File: src/rtl/llsc_ctrl_if.sv
// LL/SC sequencer bundle: MEM-stage request, snoop feed
// and the conditional-store bus port.
interface llsc_ctrl_if #(
  parameter int ADDR_W = 32
);
  logic              mem_valid;
  logic [1:0]        mem_op;
  logic [ADDR_W-1:0] mem_addr;
  logic [31:0]       mem_wdata;
  logic              snoop_valid;
  logic [ADDR_W-1:0] snoop_addr;
  logic              bus_req;
  logic [ADDR_W-1:0] bus_addr;
  logic [31:0]       bus_wdata;
  logic              bus_ack;

  modport master (
    output mem_valid, mem_op, mem_addr, mem_wdata,
    output snoop_valid, snoop_addr, bus_ack,
    input  bus_req, bus_addr, bus_wdata
  );

  modport slave (
    input  mem_valid, mem_op, mem_addr, mem_wdata,
    input  snoop_valid, snoop_addr, bus_ack,
    output bus_req, bus_addr, bus_wdata
  );
endinterface

File: src/rtl/llsc_ctrl.sv
// LL/SC sequencer: owns the link reservation, issues the
// conditional store and drives the LLbit write port.
module llsc_ctrl #(
  parameter int ADDR_W  = 32,
  parameter int GRAN    = 2,
  parameter int TIMEOUT = 16
) (
  input  logic        clk,
  input  logic        rst,
  input  logic        flush,
  llsc_ctrl_if.slave  bus,
  output logic        stall_o,
  output logic        sc_valid_o,
  output logic        sc_result_o,
  output logic        llbit_we_o,
  output logic        llbit_wdata_o
);
  localparam int CW = (TIMEOUT > 1) ? $clog2(TIMEOUT) : 1;

  typedef enum logic [1:0] {
    IDLE,
    SC_REQ,
    SC_RESP
  } state_t;

  state_t                 state_q, state_d;
  logic                   link_valid_q, link_valid_d;
  logic [ADDR_W-1:GRAN]   link_addr_q, link_addr_d;
  logic [CW-1:0]          cnt_q, cnt_d;
  logic                   res_q, res_d;
  logic [ADDR_W-1:0]      baddr_q, baddr_d;
  logic [31:0]            bdata_q, bdata_d;
  logic                   llwe_q, llwe_d;
  logic                   llwd_q, llwd_d;

  logic is_ll, is_sc, snoop_hit, addr_hit, last;

  assign is_ll = bus.mem_valid && (bus.mem_op == 2'b01);
  assign is_sc = bus.mem_valid && (bus.mem_op == 2'b10);

  assign snoop_hit = link_valid_q && bus.snoop_valid &&
    (bus.snoop_addr[ADDR_W-1:GRAN] == link_addr_q);
  assign addr_hit = link_valid_q &&
    (bus.mem_addr[ADDR_W-1:GRAN] == link_addr_q);

  assign last = (TIMEOUT != 0) &&
    (cnt_q == CW'(TIMEOUT - 1));

  if (GRAN > 0) begin : g_unused
    logic unused_lo;
    assign unused_lo = ^{bus.mem_addr[GRAN-1:0],
                         bus.snoop_addr[GRAN-1:0]};
  end

  // State, link and latched-store registers
  always_ff @(posedge clk or posedge rst) begin
    if (rst) begin
      state_q      <= IDLE;
      link_valid_q <= 1'b0;
      link_addr_q  <= '0;
      cnt_q        <= '0;
      res_q        <= 1'b0;
      baddr_q      <= '0;
      bdata_q      <= '0;
      llwe_q       <= 1'b0;
      llwd_q       <= 1'b0;
    end else begin
      state_q      <= state_d;
      link_valid_q <= link_valid_d;
      link_addr_q  <= link_addr_d;
      cnt_q        <= cnt_d;
      res_q        <= res_d;
      baddr_q      <= baddr_d;
      bdata_q      <= bdata_d;
      llwe_q       <= llwe_d;
      llwd_q       <= llwd_d;
    end
  end

  // Next state: flush beats LL/SC/FSM, which beat snoops
  always_comb begin
    state_d      = state_q;
    link_valid_d = link_valid_q;
    link_addr_d  = link_addr_q;
    cnt_d        = cnt_q;
    res_d        = res_q;
    baddr_d      = baddr_q;
    bdata_d      = bdata_q;
    llwe_d       = 1'b0;
    llwd_d       = 1'b0;
    if (flush) begin
      state_d      = IDLE;
      link_valid_d = 1'b0;
    end else begin
      unique case (state_q)
        IDLE: begin
          if (is_ll) begin
            link_addr_d  = bus.mem_addr[ADDR_W-1:GRAN];
            link_valid_d = 1'b1;
            llwe_d       = 1'b1;
            llwd_d       = 1'b1;
          end else if (is_sc) begin
            link_valid_d = 1'b0;
            llwe_d       = 1'b1;
            if (addr_hit && !snoop_hit) begin
              baddr_d = bus.mem_addr;
              bdata_d = bus.mem_wdata;
              cnt_d   = '0;
              state_d = SC_REQ;
            end else begin
              res_d   = 1'b0;
              state_d = SC_RESP;
            end
          end else if (snoop_hit) begin
            link_valid_d = 1'b0;
            llwe_d       = 1'b1;
          end
        end
        SC_REQ: begin
          if (bus.bus_ack) begin
            res_d   = 1'b1;
            state_d = SC_RESP;
          end else if (last) begin
            res_d   = 1'b0;
            state_d = SC_RESP;
          end else if (TIMEOUT != 0) begin
            cnt_d = cnt_q + CW'(1);
          end
        end
        SC_RESP: state_d = IDLE;
        default: state_d = IDLE;
      endcase
    end
  end

  assign bus.bus_req   = (state_q == SC_REQ);
  assign bus.bus_addr  = baddr_q;
  assign bus.bus_wdata = bdata_q;

  assign stall_o = (state_q == SC_REQ) ||
    ((state_q == IDLE) && is_sc && !flush);

  assign sc_valid_o  = (state_q == SC_RESP) && !flush;
  assign sc_result_o = sc_valid_o && res_q;

  assign llbit_we_o    = llwe_q;
  assign llbit_wdata_o = llwd_q;
endmodule

File: src/flat_wrapper.sv
// flat-port wrapper written by rule: the top's interface ports become plain ports
module llsc_ctrl_flat 
#(
  parameter int ADDR_W  = 32,
  parameter int GRAN    = 2,
  parameter int TIMEOUT = 16
)
  (clk, rst, flush, stall_o, sc_valid_o, sc_result_o, llbit_we_o, llbit_wdata_o, bus_mem_valid, bus_mem_op, bus_mem_addr, bus_mem_wdata, bus_snoop_valid, bus_snoop_addr, bus_bus_ack, bus_bus_req, bus_bus_addr, bus_bus_wdata);
  llsc_ctrl_if #(.ADDR_W(ADDR_W)) bus_i ();
  input  logic clk;
  input  logic rst;
  input  logic flush;
  output logic stall_o;
  output logic sc_valid_o;
  output logic sc_result_o;
  output logic llbit_we_o;
  output logic llbit_wdata_o;
  input wire logic [$bits(bus_i.mem_valid)-1:0] bus_mem_valid;
  input wire logic [$bits(bus_i.mem_op)-1:0] bus_mem_op;
  input wire logic [$bits(bus_i.mem_addr)-1:0] bus_mem_addr;
  input wire logic [$bits(bus_i.mem_wdata)-1:0] bus_mem_wdata;
  input wire logic [$bits(bus_i.snoop_valid)-1:0] bus_snoop_valid;
  input wire logic [$bits(bus_i.snoop_addr)-1:0] bus_snoop_addr;
  input wire logic [$bits(bus_i.bus_ack)-1:0] bus_bus_ack;
  output wire logic [$bits(bus_i.bus_req)-1:0] bus_bus_req;
  output wire logic [$bits(bus_i.bus_addr)-1:0] bus_bus_addr;
  output wire logic [$bits(bus_i.bus_wdata)-1:0] bus_bus_wdata;
  assign bus_i.mem_valid = bus_mem_valid;
  assign bus_i.mem_op = bus_mem_op;
  assign bus_i.mem_addr = bus_mem_addr;
  assign bus_i.mem_wdata = bus_mem_wdata;
  assign bus_i.snoop_valid = bus_snoop_valid;
  assign bus_i.snoop_addr = bus_snoop_addr;
  assign bus_i.bus_ack = bus_bus_ack;
  assign bus_bus_req = bus_i.bus_req;
  assign bus_bus_addr = bus_i.bus_addr;
  assign bus_bus_wdata = bus_i.bus_wdata;
  llsc_ctrl #(.ADDR_W(ADDR_W), .GRAN(GRAN), .TIMEOUT(TIMEOUT)) u_core (.clk(clk), .rst(rst), .flush(flush), .bus(bus_i), .stall_o(stall_o), .sc_valid_o(sc_valid_o), .sc_result_o(sc_result_o), .llbit_we_o(llbit_we_o), .llbit_wdata_o(llbit_wdata_o));
endmodule
File: config.mk
export PLATFORM = sky130hd
export DESIGN_NAME = llsc_ctrl_flat
export DESIGN_NICKNAME = d
export VERILOG_FILES = /design/src/rtl/llsc_ctrl_if.sv /design/src/rtl/llsc_ctrl.sv /design/src/flat_wrapper.sv
export SDC_FILE = /design/constraint.sdc
export NUM_CORES = 1
export LEC_CHECK = 0
export ABC_AREA = 1
export CORE_MARGIN = 8
export CORE_UTILIZATION = 30
export DETAILED_ROUTE_END_ITERATION = 8
export MAX_ROUTING_LAYER = met4
export SYNTH_ARGS = -nofsm -noshare
export SYNTH_HDL_FRONTEND = slang
export SYNTH_SLANG_ARGS = --single-unit
File: constraint.sdc
create_clock -name clk -period 5.6 [get_ports clk]
set_clock_uncertainty 0.15 [all_clocks]
set_input_delay 1.12 -clock clk [delete_from_list [all_inputs] [get_ports clk]]
set_output_delay 1.12 -clock clk [all_outputs]
set_load 0.1 [all_outputs]
# --- Word-level counts from Yosys, hierarchy flattened ---
# Index checks and enable logic that the tools add are counted.
op_classes:
  n_addsub: 1
  n_eq_ne: 17
  mux: 32
  bitwise: 2
  reduce_logical: 23
ops:
  columns: ["op", "count"]
  rows:
  - ["$eq 30x30->1", 2]
  - ["$mux 4", 5]
  - ["$mux 1", 18]
  - ["$mux 2", 6]
  - ["$logic_and 1x1->1", 10]
  - ["$ne 2x2->1 const B", 4]
  - ["$pmux 4 s2", 1]
  - ["$reduce_and 7->1", 1]
  - ["$ne 3x2->1 const B", 2]
  - ["$reduce_and 3->1", 2]
  - ["$reduce_and 6->1", 1]
  - ["$reduce_and 5->1", 1]
  - ["$add 4x1->4 const B", 1]
  - ["$eq 2x1->1 const B", 2]
  - ["$eq 2x2->1 const B", 2]
  - ["$eq 4x4->1 const B", 1]
  - ["$ne 2x1->1 const B", 2]
  - ["$ne 4x3->1 const B", 1]
  - ["$pmux 2 s2", 1]
  - ["$reduce_bool 2->1", 2]
  - ["$reduce_bool 4->1", 1]
  - ["$ne 3x3->1 const B", 1]
  - ["$logic_not 1->1", 2]
  - ["$logic_not 2->1", 1]
  - ["4 further kinds", 5]
word_totals:
  register_bits: 104

# --- Logic depth before layout (Yosys ltp) ---
logic_depth:
  ltp_word: 9
  mapped_depth: 15

# --- Least setup slack after synthesis ---
# Ideal clock, no wire load.
synth_path:
  path_kind: "input port to output port"
  start: "input flush"
  end: "output sc_result_o"
  arrival_ps: 4223
  setup_slack_ps: 107
  stages: 2
  path_buffers: 0
  path_cell_list: "nor3_1 > and2_1"
synth_between:
  elab_chain_cells: 3
synth_lines:
  columns: ["item", "line_no", "text"]
  rows:
  - ["start, declared", "flat_wrapper.sv:12", "input logic flush;"]
  - ["$logic_not 1->1", "llsc_ctrl.sv:143", "assign sc_valid_o = (state_q == SC_RESP) && !flush;"]
  - ["$logic_and 1x1->1", "llsc_ctrl.sv:143", null]
  - ["$logic_and 1x1->1", "llsc_ctrl.sv:144", "assign sc_result_o = sc_valid_o && res_q;"]
  - ["end, declared", "flat_wrapper.sv:15", "output logic sc_result_o;"]
# No other way between the ends.

# --- Worst setup path after layout ---
layout_path:
  start: "input flush"
  end: "output stall_o"
layout_between:
  elab_chain_cells: 3
layout_lines:
  columns: ["item", "line_no", "text"]
  rows:
  - ["$logic_not 1->1", "llsc_ctrl.sv:141", "((state_q == IDLE) && is_sc && !flush);"]
  - ["$logic_and 1x1->1", "llsc_ctrl.sv:141", null]
  - ["$logic_or 1x1->1", "llsc_ctrl.sv:140", "assign stall_o = (state_q == SC_REQ) ||"]
  - ["end, declared", "flat_wrapper.sv:13", "output logic stall_o;"]
# No other way between the ends.

==> results.md <==
| Metric | Reported | Unit |
|:---|:---|:---|
| Die Height | 149.3 | um |
| Total power per unit cell area | 249.3 | nW/um^2 |
| Vias per cell | 4.369 | - |
| Simple-gate portion of the synthesized area | 29.83 | % |
| DR vias | 4,989 | - |
| Detailed-router iteration count before antenna repair | 4 | - |
| Fin crit period | 4.054 | ns |
| Worst path slowest cell | clkdlybuf4s50_1 | - |
| Clock sink count | 104 | - |
| Total of flip-flops plus latches after synthesis | 104 | - |
| Longest individual stage delay on the worst path | 0.47 | ns |
| Final Hold Viols | 0 | - |
| Reg2reg start | u_core.link_addr_q[29]$_DFFE_PP0P_ | - |
| Worst hold path type | register to register | - |
| Full die area | 22,290 | sq um |
| Cell area after synthesis | 5331 | sq um |
| Sequential cell area in the final layout | 2603 | sq um |
| Reg clk slew, reported paths | 0.08 | ns |
| Main combinational cell family by area after synthesis | simple AND/OR/NAND/NOR gates | - |
| Detail-routed net length per standard cell | 14.90 | um |
| Post-CTS Setup Inserts | 0 | - |
| Arrival time worst endpoint | 2.78 | ns |
| Pin count of the biggest net entering global routing | 66 | - |
| Metal3 WL | 1151 | um |
| Series of cell instances along the critical path | clkdlybuf4s50_1 > nor2_1 > inv_1 > nor2_1 > nand2_2 > nand2_1 > buf_4 | - |
| Worst-path maximum fanout | 21 | - |
| Post-synthesis sequential area ratio | 48.81 | % |
| Final Routed Wirelength | 17,020 | um |
| Fraction of layout cells with a size suffix above 1 | 5.125 | % |
| Buffer levels on the longest clock path | 2 | - |
| Metal2 WL | 7387 | um |
| Met1 routed wirelength after detailed routing | 8318 | um |
| Per-instance average area after synthesis | 7.108 | sq um |
| Total congestion overflow | 0 | - |
| Cell occurring most often along the worst timing path | nor2_1 | - |
| Antenna Diode Count | 0 | - |
| Xor and xnor fraction of the mapped netlist area | 1.971 | % |
| Master cell of the clock root buffer | clkbuf_16 | - |
| Number of buffer cells added on primary ports | 171 | - |
| Number of levels the H-tree was split into | 3 | - |
| Layout overhead on the synthesized area | 41.35 | % |
| Final cell utilization of the core | 43.42 | % |
| Crit path capture | stall_o | - |
| Leading cell type in the layout, fill and taps excluded | nand2_1 | - |
| Standard-cell row count | 48 | - |
| Critical path startpoint category | input pin | - |
| Max-Cap Viols | 0 | - |
| Worst max-slew margin expressed relative to the limit | 24.58 | % |
| Peak VDD IR | 0.1413 | mV |
| Cell depth of the worst flop-to-flop path | 12 | - |
| Status | finished, final reports clean | - |
| GRT Total Usage | 15.92 | % |
| Achievable Freq | 246.7 | MHz |
| GP Congestion | 0.8547 | - |
| Final critical-path share of the clock period | 72.39 | % |
| CTS hold repair buffers | 0 | - |
| Post-synthesis cell type count | 25 | - |
| Via count of the first global-routing pass | 4,915 | - |
| Initial Util | 30.72 | % |
| Drt drc | 0 | - |
| Overall die width | 149.3 | um |
| Required @ worst endpoint | 4.33 | ns |
| Setup repair after global routing missed its margin | no | - |
| Global-route wire length before repair | 26,830 | um |
| Number of antenna violations at the first check in global routing | 0 | - |
| Leakage power | 4.011 | nW |
| Setup violations, final | 0 | - |
| Final ANT Viol Nets | 0 | - |
| Endpoint kind of the worst setup timing path | output port | - |
| Warning count from the yosys run | 0 | - |
| Count of fill cells added during filler insertion | 1,795 | - |
| Top library cells by usage in the layout, fill and taps aside | nand2_1, clkdlybuf4s50_1, dfrtp_1, inv_1, o21ai_0 | - |
| Final TNS setup | 0 | ns |
| Top routing layer used | met4 | - |
| Compound-Gate Fraction of Synth Area | 9.294 | % |
| Cell family with most CP delay | buffers and inverters | - |
| Max Transition Viols Final | 0 | - |
| First DRT Iteration DRCs | 298 | - |
| Setup slack of the most critical reg-to-reg path | 2.95 | ns |
| Nets | 1,018 | - |
| CTS tree | done | - |
| Worst Setup SP | flush | - |
| Worst Path Buf+Inv | 3 | - |
| Area occupied by multi-input gates | 2206 | sq um |
| Placeable core area | 17,360 | sq um |
| Number of gates given a new drive strength after cts | 0 | - |
| Fraction of synthesized area in multiplexers | 0 | % |
| I/O pin total | 174 | - |
| TritonCTS buffer count | 9 | - |
| Post-Syn Instances | 750 | - |
| Crit Path Class | input pin to output port | - |
| Clk_lat worst skew | 0.35 | ns |
| Adder and majority gate portion of the synthesized area | 0.2347 | % |
| Synthesized net count | 855 | - |
| Critical Path Stages | 7 | - |
| Critical R2R Capture | u_core.cnt_q[0]$_DFFE_PP0P_ | - |
| Slew @ Worst Pin | 1.128 | ns |
| Detailed Place HPWL | 12,890 | um |
==> state kept, by name (all words and copies together) (netlist names) <==
name / count
u_core.llbit_we_o: 1
u_core.bus.bus_wdata: 32
u_core.link_addr_q: 30
u_core.llbit_wdata_o: 1
u_core.cnt_q: 4
u_core.link_valid_q: 1
u_core.bus.bus_addr: 32
u_core.res_q: 1
u_core.state_q: 2
==> worst reg2reg max path: cells and delay by family (launching register included) <==
kind / cells / cell delay [ns]
DFF: 1 / 0.42
xor gates and xnor gates: 1 / 0.26
buffers and inverters: 1 / 0.56
and+or+nand+nor: 10 / 1.20
==> cells by family (layout without fill, tap and decap cells) <==
family	Yosys count	count (layout)
AO/OA/AOI/OAI	99	99
buffers and inverters	126	293
flip-flops	104	104
adder cells (fa/ha/maj)	1	1
AND/OR/NAND/NOR	408	408
XOR/XNOR	12	12
==> cells in the mapped netlist (all sizes together) <==
| cell | count | share of area (%) |
|---|---|---|
| nand2 | 348 | 25 |
| dfrtp | 104 | 49 |
| inv | 99 | 7.0 |
| o21ai | 97 | 9.1 |
| nor2 | 44 | 3.5 |
| buf | 16 | 2.1 |
| nand3 | 11 | 1.0 |
| clkbuf | 10 | 0.70 |
| xnor2 | 10 | 1.6 |
| a21oi | 2 | 0.19 |
| nor3 | 2 | 0.19 |
| xor2 | 2 | 0.33 |
| and2 | 1 | 0.12 |
| clkinv | 1 | 0.070 |
| ha | 1 | 0.23 |
| nand3b | 1 | 0.14 |
| nand4 | 1 | 0.12 |
==> report_power, final <==
group	switching [mW]	internal [mW]	total (mW)
Clock	0.297	0.390	0.688
Combinational	0.179	0.154	0.333
Sequential	0.0574	0.800	0.857
==> routing by layer <==
layer  up-vias  GRT usage, %
met5         -             -
met4         0         3.937
met3        14         3.914
met2       149         23.87
met1      2237         21.17
li1       2589             -
==> per-stage QoR <==
step	area, sq um	power (mW)	setup WS [ns]	hold slack (ns)	instances
after CTS	7536	1.901	1.500	0.3242	1142
after global placement	7224	1.205	1.499	0.3041	1127
final	7536	1.879	1.546	0.3190	1142
after detailed placement	7224	1.210	1.506	0.3064	1127
after global routing	7536	1.996	1.435	0.3517	1142
after floorplan	5331	1.061	0.1070	0.2844	750
==> worst min-delay path by stage <==
stage | start | end | slack [ns] | cells past startpoint
final | u_core.res_q$_DFFE_PP0P_ | u_core.res_q$_DFFE_PP0P_ | 0.32 | 2
after global routing | u_core.bus.bus_wdata[23]$_DFFE_PP0P_ | u_core.bus.bus_wdata[23]$_DFFE_PP0P_ | 0.35 | 2
after CTS | u_core.res_q$_DFFE_PP0P_ | u_core.res_q$_DFFE_PP0P_ | 0.32 | 2
after detailed placement | u_core.res_q$_DFFE_PP0P_ | u_core.res_q$_DFFE_PP0P_ | 0.31 | 2
after global placement | u_core.res_q$_DFFE_PP0P_ | u_core.res_q$_DFFE_PP0P_ | 0.30 | 2
after floorplan | u_core.res_q$_DFFE_PP0P_ | u_core.res_q$_DFFE_PP0P_ | 0.28 | 2
==> layout make-up <==
class | count | area share (%)
flip-flops and latches | 104 | 34.53
multi-input cells | 520 | 29.27
repair buffers | 178 | 23.31
inverters | 100 | 5.014
well taps | 225 | 3.736
clock buffers | 10 | 3.038
clock inverters | 5 | 1.096
(Power assumes the default switching activity.)
